$ cat config.mk
export PLATFORM = sky130hd
export DESIGN_NAME = zbt_accumulator
export DESIGN_NICKNAME = d
export VERILOG_FILES = /design/src/rtl/zbt_acc_pkg.sv /design/src/rtl/zbt_lane_alu.sv /design/src/rtl/zbt_accumulator.sv
export SDC_FILE = /design/constraint.sdc
export NUM_CORES = 1
export LEC_CHECK = 0
export CAP_MARGIN = 10
export CELL_PAD_IN_SITES_DETAIL_PLACEMENT = 1
export CELL_PAD_IN_SITES_GLOBAL_PLACEMENT = 1
export CORE_ASPECT_RATIO = 0.7
export CORE_UTILIZATION = 30
export DETAILED_ROUTE_END_ITERATION = 16
export PLACE_DENSITY_LB_ADDON = 0.1
export SYNTH_ARGS = -nofsm -noshare
export SYNTH_HDL_FRONTEND = slang
export SYNTH_SLANG_ARGS = --single-unit
$ cat constraint.sdc
create_clock -name clk -period 5.39 [get_ports clk]
set_input_delay 1.078 -clock clk [delete_from_list [all_inputs] [get_ports clk]]
set_output_delay 1.078 -clock clk [all_outputs]
set_load 0.02 [all_outputs]
$ cat src/rtl/zbt_acc_pkg.sv
// zbt_acc_pkg: mode codes and address/lane split helpers
// shared by the ZBT read-modify-write accumulator.
package zbt_acc_pkg;

  localparam logic [1:0] MODE_WR  = 2'd0;
  localparam logic [1:0] MODE_MAX = 2'd1;
  localparam logic [1:0] MODE_MIN = 2'd2;
  localparam logic [1:0] MODE_ADD = 2'd3;

  function automatic logic [31:0] word_addr(
    input logic [31:0] y,
    input logic [31:0] x,
    input int          xw,
    input int          lb
  );
    return (y << (xw - lb)) | (x >> lb);
  endfunction

  function automatic logic [31:0] lane_of(
    input logic [31:0] x,
    input int          lb
  );
    return x & ((32'd1 << lb) - 32'd1);
  endfunction

endpackage

$ cat src/rtl/zbt_lane_alu.sv
// zbt_lane_alu: folds one incoming pixel into the stored
// pixel of the addressed lane (overwrite/max/min/sat-add).
module zbt_lane_alu #(
  parameter int PIX_W = 8
) (
  input  logic [PIX_W-1:0] old_pix,
  input  logic [PIX_W-1:0] new_pix,
  input  logic [1:0]       mode,
  output logic [PIX_W-1:0] res
);
  import zbt_acc_pkg::*;

  logic [PIX_W:0] sum;

  assign sum = {1'b0, old_pix} + {1'b0, new_pix};

  always_comb begin
    res = new_pix;
    unique case (1'b1)
      (mode == MODE_WR):
        res = new_pix;
      (mode == MODE_MAX):
        res = (new_pix > old_pix) ? new_pix : old_pix;
      (mode == MODE_MIN):
        res = (new_pix < old_pix) ? new_pix : old_pix;
      (mode == MODE_ADD):
        res = sum[PIX_W] ? '1 : sum[PIX_W-1:0];
      default:
        res = new_pix;
    endcase
  end

endmodule

$ cat src/rtl/zbt_accumulator.sv
// zbt_accumulator: pipelined read-modify-write of packed pixel
// lanes in ZBT SRAM, with write forwarding and a clear sweep.
module zbt_accumulator #(
  parameter int          PIX_W      = 8,
  parameter int          LANES      = 4,
  parameter int          X_W        = 10,
  parameter int          Y_W        = 10,
  parameter int          DATA_W     = 36,
  parameter int          RD_LAT     = 2,
  parameter int unsigned CLEAR_LAST =
    (32'd1 << (Y_W + X_W - $clog2(LANES))) - 32'd1,
  parameter logic [PIX_W-1:0] CLEAR_VAL = '0,
  localparam int LB     = $clog2(LANES),
  localparam int ADDR_W = Y_W + X_W - LB
) (
  input  logic              clk,
  input  logic              rst_n,
  input  logic              in_valid,
  output logic              in_ready,
  input  logic [X_W-1:0]    x,
  input  logic [Y_W-1:0]    y,
  input  logic [PIX_W-1:0]  pixel,
  input  logic [1:0]        mode,
  input  logic              clear_start,
  output logic              clear_busy,
  output logic              rd_en,
  output logic [ADDR_W-1:0] rd_addr,
  input  logic [DATA_W-1:0] rd_data,
  output logic              wr_en,
  output logic [ADDR_W-1:0] wr_addr,
  output logic [DATA_W-1:0] wr_data
);
  import zbt_acc_pkg::*;

  localparam int PW = LANES * PIX_W;
  localparam int CW = ADDR_W + 1;
  localparam logic [CW-1:0] LAST_C = CW'(CLEAR_LAST);

  typedef enum logic [1:0] {
    S_IDLE,
    S_DRAIN,
    S_SWEEP
  } clr_st_t;

  clr_st_t state_q, state_d;
  logic [CW-1:0] cnt_q, cnt_d;
  logic          sweep_wr;

  logic              accept;
  logic [31:0]       a32;
  logic [31:0]       l32;
  logic [ADDR_W-1:0] acc_addr;
  logic [LB-1:0]     acc_lane;
  logic              unused_bits;

  logic [RD_LAT:0]   p_v;
  logic [ADDR_W-1:0] p_a  [RD_LAT+1];
  logic [LB-1:0]     p_l  [RD_LAT+1];
  logic [PIX_W-1:0]  p_px [RD_LAT+1];
  logic [1:0]        p_m  [RD_LAT+1];

  logic [RD_LAT-1:0] h_v;
  logic [ADDR_W-1:0] h_a [RD_LAT];
  logic [PW-1:0]     h_d [RD_LAT];

  logic [PW-1:0]     wr_word;
  logic [PW-1:0]     base;
  logic [PW-1:0]     merged;
  logic [PIX_W-1:0]  old_pix;
  logic [PIX_W-1:0]  new_pix;

  assign a32      = word_addr(32'(y), 32'(x), X_W, LB);
  assign l32      = lane_of(32'(x), LB);
  assign acc_addr = a32[ADDR_W-1:0];
  assign acc_lane = l32[LB-1:0];
  assign unused_bits = ^{a32, l32, rd_data};

  assign in_ready   = (state_q == S_IDLE);
  assign clear_busy = (state_q != S_IDLE);
  assign accept     = in_valid & in_ready;

  assign rd_en   = p_v[0];
  assign rd_addr = p_a[0];
  assign wr_data = DATA_W'(wr_word);

  always_ff @(posedge clk or negedge rst_n) begin
    if (!rst_n) begin
      p_v <= '0;
      for (int i = 0; i <= RD_LAT; i++) begin
        p_a[i]  <= '0;
        p_l[i]  <= '0;
        p_px[i] <= '0;
        p_m[i]  <= '0;
      end
    end else begin
      p_v[0] <= accept;
      if (accept) begin
        p_a[0]  <= acc_addr;
        p_l[0]  <= acc_lane;
        p_px[0] <= pixel;
        p_m[0]  <= mode;
      end
      for (int i = 1; i <= RD_LAT; i++) begin
        p_v[i]  <= p_v[i-1];
        p_a[i]  <= p_a[i-1];
        p_l[i]  <= p_l[i-1];
        p_px[i] <= p_px[i-1];
        p_m[i]  <= p_m[i-1];
      end
    end
  end

  // Writes still invisible to the read being merged now
  always_ff @(posedge clk or negedge rst_n) begin
    if (!rst_n) begin
      h_v <= '0;
      for (int i = 0; i < RD_LAT; i++) begin
        h_a[i] <= '0;
        h_d[i] <= '0;
      end
    end else begin
      h_v[0] <= wr_en;
      h_a[0] <= wr_addr;
      h_d[0] <= wr_word;
      for (int i = 1; i < RD_LAT; i++) begin
        h_v[i] <= h_v[i-1];
        h_a[i] <= h_a[i-1];
        h_d[i] <= h_d[i-1];
      end
    end
  end

  always_comb begin
    base = rd_data[PW-1:0];
    for (int i = RD_LAT - 1; i >= 0; i--) begin
      if (h_v[i] && h_a[i] == p_a[RD_LAT])
        base = h_d[i];
    end
    if (wr_en && wr_addr == p_a[RD_LAT])
      base = wr_word;
  end

  assign old_pix = base[p_l[RD_LAT]*PIX_W +: PIX_W];

  zbt_lane_alu #(
    .PIX_W(PIX_W)
  ) u_alu (
    .old_pix(old_pix),
    .new_pix(p_px[RD_LAT]),
    .mode   (p_m[RD_LAT]),
    .res    (new_pix)
  );

  always_comb begin
    merged = base;
    merged[p_l[RD_LAT]*PIX_W +: PIX_W] = new_pix;
  end

  always_ff @(posedge clk or negedge rst_n) begin
    if (!rst_n) begin
      wr_en   <= 1'b0;
      wr_addr <= '0;
      wr_word <= '0;
    end else if (sweep_wr) begin
      wr_en   <= 1'b1;
      wr_addr <= cnt_q[ADDR_W-1:0];
      wr_word <= {LANES{CLEAR_VAL}};
    end else begin
      wr_en <= p_v[RD_LAT];
      if (p_v[RD_LAT]) begin
        wr_addr <= p_a[RD_LAT];
        wr_word <= merged;
      end
    end
  end

  always_ff @(posedge clk or negedge rst_n) begin
    if (!rst_n) begin
      state_q <= S_IDLE;
      cnt_q   <= '0;
    end else begin
      state_q <= state_d;
      cnt_q   <= cnt_d;
    end
  end

  // Sweep ends one idle cycle after its last write
  always_comb begin
    state_d  = state_q;
    cnt_d    = cnt_q;
    sweep_wr = 1'b0;
    unique case (state_q)
      S_IDLE: begin
        if (clear_start)
          state_d = S_DRAIN;
      end
      S_DRAIN: begin
        if (p_v == '0) begin
          state_d = S_SWEEP;
          cnt_d   = '0;
        end
      end
      S_SWEEP: begin
        if (cnt_q > LAST_C) begin
          state_d = S_IDLE;
        end else begin
          sweep_wr = 1'b1;
          cnt_d    = cnt_q + 1'b1;
        end
      end
      default: state_d = S_IDLE;
    endcase
  end

endmodule

# Word-level counts from Yosys, hierarchy flattened
# Cells that the tools add are included.
# word_totals
reg_bits,267
input_bits,70
output_inout_bits,76
elab_cells,78
# op_classes
n_addsub,3
order_cmp,3
eq_ne,12
shift,3
muxes,22
bitwise_logic,2
reduce_logical,10
# ops
cell,n
$mux 32,5
$eq 18x18->1,3
$mux 19,2
$pmux 19 s2,1
$mux 18,2
$neg 5->34,1
$shift 8x34->32 const A,1
$shiftx 8x34->32,1
$bwmux 32,1
$shiftx 32x6->8,1
$mux 8,3
$pmux 8 s3,1
$add 19x1->19 const B,1
$gt 19x18->1 const B,1
$or 18x8->18,1
$add 8x8->9,1
$gt 8x8->1,1
$lt 8x8->1,1
$eq 2x2->1 const B,3
$mux 2,3
$ne 2x2->1 const B,3
$pmux 2 s3,1
$reduce_and 3->1,2
$reduce_bool 2->1,3
7 further kinds,12

# Depth between registers and ports, before layout
# logic_depth
depth_word,13
depth_mapped,27
mapped_depth_nobuf,23

# Hierarchy
# From an unflattened synthesis, not the netlist that was laid out.
# unflattened
hier_cells,1029
hier_area_um2,11840.1
# by_module_without_submodules
mod,instances,cells_each,area_each_um2,seq_area_each_um2
zbt_accumulator,1,903,10884.2,6681.4
zbt_lane_alu,1,126,955.9,0.0

# Worst setup path after synthesis
# Ideal clock, no wire load.
# synth_timing
kind,register -> register
startpoint,reg p_a[6] (netlist bit)
endpoint,reg wr_word[1]
setup_time_ns,0.067
arrival_time_ns,4.967
required_time_ns,5.323
slack_ns,0.356
stages_incl_launch_ff,24
n_path_buf,4
period_less_slack_ns,5.034
path_cell_list,dfrtp_1 xnor2_1 nand4_1 or4_1 buf_2 or2_1 buf_6 buf_2 nor2_1 a21oi_1 mux4_2 mux2_2 ha_1 nor2_1 o21ai_0 a21boi_0 nor2_1 a41o_1 clkbuf_1 a21oi_1 nor4_1 a22oi_1 o311a_1 a22o_1
# synth_between
elab_chain_len,13
elab_cells_between_ends,21
classes_between,add/sub (1); order compare (2); eq/ne (3); shift (2); mux (10); reduce/logical (3)
# synth_rtl
item,line,rtl
"start, declared",zbt_accumulator.sv:57,logic [ADDR_W-1:0] p_a [RD_LAT+1];
"start signal, assigned by index",zbt_accumulator.sv:105,p_a[i] <= p_a[i-1];
$eq 18x18->1,zbt_accumulator.sv:136,if (h_v[i] && h_a[i] == p_a[RD_LAT])
$logic_and 1x1->1,zbt_accumulator.sv:136,
$mux 32 (2 in a row),zbt_accumulator.sv:136,
$mux 32 (*),zbt_accumulator.sv:139,if (wr_en && wr_addr == p_a[RD_LAT])
$shiftx 32x6->8,zbt_accumulator.sv:143,assign old_pix = base[p_l[RD_LAT]*PIX_W +: PIX_W];
$add 8x8->9 (tied with other cells),zbt_lane_alu.sv:15,"assign sum = {1'b0, old_pix} + {1'b0, new_pix};"
"$mux 8, on equally long branches","zbt_lane_alu.sv:27, zbt_lane_alu.sv:23, zbt_lane_alu.sv:25",
$pmux 8 s3,zbt_lane_alu.sv:19,unique case (1'b1)
$shiftx 8x34->32,zbt_accumulator.sv:156,merged[p_l[RD_LAT]*PIX_W +: PIX_W] = new_pix;
$bwmux 32 (*),zbt_accumulator.sv:156,
$mux 32 (*),zbt_accumulator.sv:170,if (p_v[RD_LAT]) begin
$mux 32 (*),zbt_accumulator.sv:164,end else if (sweep_wr) begin
"end signal, assigned",zbt_accumulator.sv:167,wr_word <= {LANES{CLEAR_VAL}};
"end signal, assigned",zbt_accumulator.sv:172,wr_word <= merged;
"end, declared",zbt_accumulator.sv:66,logic [PW-1:0] wr_word;
# Mark *: on every way between the ends. The rest lies on a longest branch, timed or not. The select of a mux whose other input is x is not followed.
# A chain may end at the register's enable or synchronous reset.

# Worst setup path in the final report
# layout_timing
startpoint,reg p_a[7] (netlist bit)
endpoint,reg wr_word[14]
# Same word-level chain as after synthesis.

==> metrics.md <==
| Metric | Value |
|---|---|
| H-tree Lvls | `1` |
| DP Wirelength | `27,680 um` |
| Slew @ Worst Pin | `between 1000 and 1500 ps` |
| Root Driver | `clkbuf_16` |
| Largest net degree at the start of global routing | `115` |
| Yosys warnings | `0` |
| Hold Buf Count CTS | `0` |
| Die footprint | `about 40,000 sq um` |
| Slew headroom | `0.3108` |
| Final Core Density | `0.4144` |
| Vias/cell | `between 4 and 5` |
| GP Congestion | `roughly 0.86` |
| Clock Latency Late Sink | `570 ps` |
| Post-synthesis register bit count | `roughly 270` |
| Total gr overflow | `0` |
| Status | `finished, final reports clean` |
| P_leak | `around 0.0072 uW` |
| Routed WL | `approximately 38,000 um` |
| Vias in the first global route | `9,131` |
| Startpoint types | `register` |
| CP required | `roughly 5900 ps` |
| Crit. End Element | `register` |
| R2r startpoint | `p_a[7]$_DFF_PN0_` |
| Setup TNS | `0 ps` |
| Core area | `38,740 sq um` |
| DR vias | `roughly 9,000` |
| Synth cell types | `~70` |
| Setup CP Type | `register to register` |
| Final Skew | `about 28 ps` |
| Highest Clock Rate | `191.3 MHz` |
| Synthesized area | `~12,000 sq um` |
| Total power | `10,780 uW` |
| Hold Slack | `347.0 ps` |
| Min Tclk post-route | `approximately 5200 ps` |
| Seq/Total Area, Yosys | `0.5628` |
| Final net count | `approximately 1,400` |
| DRC viols | `0` |
| Setup crit start | `p_a[7]$_DFF_PN0_` |
| Final setup fails | `0` |
| DP Worst Slack | `-159.2 ps` |
| Drt first pass iters | `5` |
| PortBufs | `~140` |
| Top FF cell, synth | `dfrtp_1` |
| Initial antenna violation count | `1` |
| HP Start | `p_px[12]$_DFF_PN0_` |
| CTS tree | `done` |
| Final Hold Viols | `0` |
| Ports | `146` |
| Pins Over Slew Limit | `0` |
| Peak supply drop | `0.2996 mV` |
| First-pass GRT wire length | `57,560 um` |
| Max FO, Critical Path | `8` |
| Register area | `around 6700 sq um` |
| DIE HEIGHT | `approximately 170 um` |
| Die X | `about 240 um` |
| FP Rows | `60` |
| Mean Syn Cell Area | `11.44 sq um` |
| Sink Count | `roughly 270` |
| Cells after synthesis | `approximately 1,000` |
| Fillers | `roughly 4,100` |
| Initial Util | `0.3065` |
| CTS clk-pin slew, worst paths | `~60 ps` |
| Tcrit/Tclk final | `0.9700` |
| DR WL/cell | `~21 um` |
| Area Growth Syn to Fin | `35.22%` |
| Maxcap violations | `0` |
| All-layer global routing usage | `0.1879` |
| Clock Tree Buf Depth | `3` |
| Iter 0 DRT Violations | `just under 500` |
| Share of cells above drive strength 1 | `0.2282` |
| Area of the multi-input gates | `about 5000 sq um` |
| Worst min path class | `register to register` |
| CTS buffer count | `29` |
| Reg2reg setup slack | `~160 ps` |
| WP data arrival | `between 5000 and 6000 ps` |
| Final setup margin | `161.7 ps` |
| Pwr dens | `approximately 670 nW/um^2` |
| Antenna Nets Post-Route | `0` |
| RSZ-0062 raised after global routing | `true` |
| FFs w/ async S/R, synth | `1.000` |
| EDFF count, synth | `0` |
## path summary, 6_finish.rpt
path | end | cells past startpoint
worst max-delay path | wr_word[14]$_DFFE_PN0P_ | 24
worst min-delay path | p_px[4]$_DFF_PN0_ | 0
worst max register to register | wr_word[14]$_DFFE_PN0P_ | 24
worst min register to register | p_px[4]$_DFF_PN0_ | 0
max in group asynchronous | p_a[3]$_DFF_PN0_ | 2
min in group asynchronous | rd_addr[12]$_DFFE_PN0P_ | 1
## layer usage
layer  track usage  wire, um  vias up
met4       0.04376       949        0
met2        0.2533     15250      188
met3       0.04050      1959       59
met5             0         0        -
met1        0.2982     19830     4604
li1              -         -     4148
## area by class of cell
cell class / instances / share of cell area
Clock inverter: 15 / 0.01458
Multi-Input combinational cell: 678 / 0.3143
Timing Repair Buffer: 269 / 0.1545
Clock buffer: 39 / 0.05316
Inverter: 25 / 0.005846
Sequential cell: 267 / 0.4164
Tap cell: 527 / 0.04108
Antenna cell: 1 / 0.0001559
## cells in the mapped netlist (9+ instances only)
cell / number / area (sq um)
mux2_2: 34 / 382.9
o2bb2ai_1: 12 / 105.1
nand2_1: 71 / 266.5
nand3_1: 21 / 105.1
o21ai_0: 39 / 195.2
nor4_1: 12 / 75.07
nand4_1: 16 / 100.1
clkbuf_1: 32 / 120.1
buf_2: 10 / 50.05
dfrtp_1: 267 / 6681
o22ai_1: 15 / 93.84
a21o_1: 9 / 67.56
inv_1: 22 / 82.58
buf_4: 22 / 165.2
xnor2_1: 27 / 236.5
ha_1: 25 / 312.8
mux2i_1: 54 / 540.5
xor2_1: 49 / 429.2
nor3_1: 27 / 135.1
a21oi_1: 46 / 230.2
nor2_1: 78 / 292.8
a22oi_1: 23 / 172.7
## layout by cell type (no fill, tap or decap), types with 5 or more instances in the layout
cell type | netlist | final
o2bb2ai_1 | 12 | 12
o21ai_0 | 39 | 36
clkbuf_8 | 0 | 9
and3_1 | 7 | 7
bufinv_16 | 0 | 6
a311oi_1 | 8 | 5
clkdlybuf4s50_1 | 0 | 136
mux2_2 | 34 | 31
dfrtp_1 | 267 | 264
clkinv_2 | 0 | 6
a31oi_1 | 8 | 7
buf_12 | 0 | 7
nor2_1 | 78 | 72
buf_4 | 22 | 122
nand2_1 | 71 | 70
xor2_1 | 49 | 47
a21o_1 | 9 | 9
nand3_1 | 21 | 20
ha_1 | 25 | 21
o22ai_1 | 15 | 15
nor2b_1 | 5 | 5
nor3_1 | 27 | 25
nand4_1 | 16 | 16
nor4_1 | 12 | 8
a21oi_2 | 0 | 9
xnor2_1 | 27 | 25
clkbuf_16 | 0 | 30
a21oi_1 | 46 | 37
nor2_2 | 1 | 5
mux2i_1 | 54 | 53
a22oi_1 | 23 | 23
inv_1 | 22 | 21
## state kept, by name, summed over array words and instances, names as in the netlist
signal   flops
wr_en        1
p_l          6
cnt_q       19
h_d         64
state_q      2
p_px        24
h_a         36
rd_addr     18
p_v          3
wr_addr     18
wr_word     32
p_m          6
h_v          2
p_a         36
## where the power goes
group	internal, uW	switching, uW	leakage (uW)	total [uW]
Combinational	2290	2740	0.00328	5030
Sequential	2820	693	0.00339	3510
Clock	1390	848	0.000536	2240
## critical path, cell delays in order, from the launching register on
cell      delay [ps]
dfrtp_2          460
xor2_1           200
or4_4            580
nor2_2           140
nand3_2          120
buf_12           190
buf_4            130
a211oi_2         330
a21oi_1          140
a21oi_1          220
a21oi_2          110
buf_4            170
ha_1             310
nand2b_4          70
nor3_2           170
a21boi_4         230
nor2_2            70
a41o_1           290
buf_4            190
nand4_1           90
o22ai_1          100
o31ai_1          310
a31oi_2           60
buf_4            180
o32ai_1          270
## cells by family (layout without fill, tap and decap cells)
logic type	Yosys count	in the layout	share of synthesized area
flops	267	267	0.5628
simple gates	278	279	0.1157
mux	91	91	0.08347
compound gates	202	202	0.1130
buf+inv	97	348	0.04058
xor+xnor	76	76	0.05607
other cells	1	5	0.0003159
fa+ha+maj	26	26	0.02804
## repair_timing
| action | in CTS | in global routing |
|---|---|---|
| endpoints found under the setup margin | 23 | 32 |
| buffers inserted | 0 | 11 |
| cloned | 0 | 2 |
| pin swaps | 0 | 22 |
| resized for setup | 5 | 70 |
## stage by stage
| stage | instances | area, sq um |
|---|---|---|
| finish | 1821 | 16050 |
| global placement | 1753 | 14520 |
| global route | 1820 | 16050 |
| CTS | 1807 | 15620 |
| floorplan | 1041 | 11880 |
| detailed placement | 1753 | 14520 |
No activity file was read; power rests on OpenSTA's default activity.
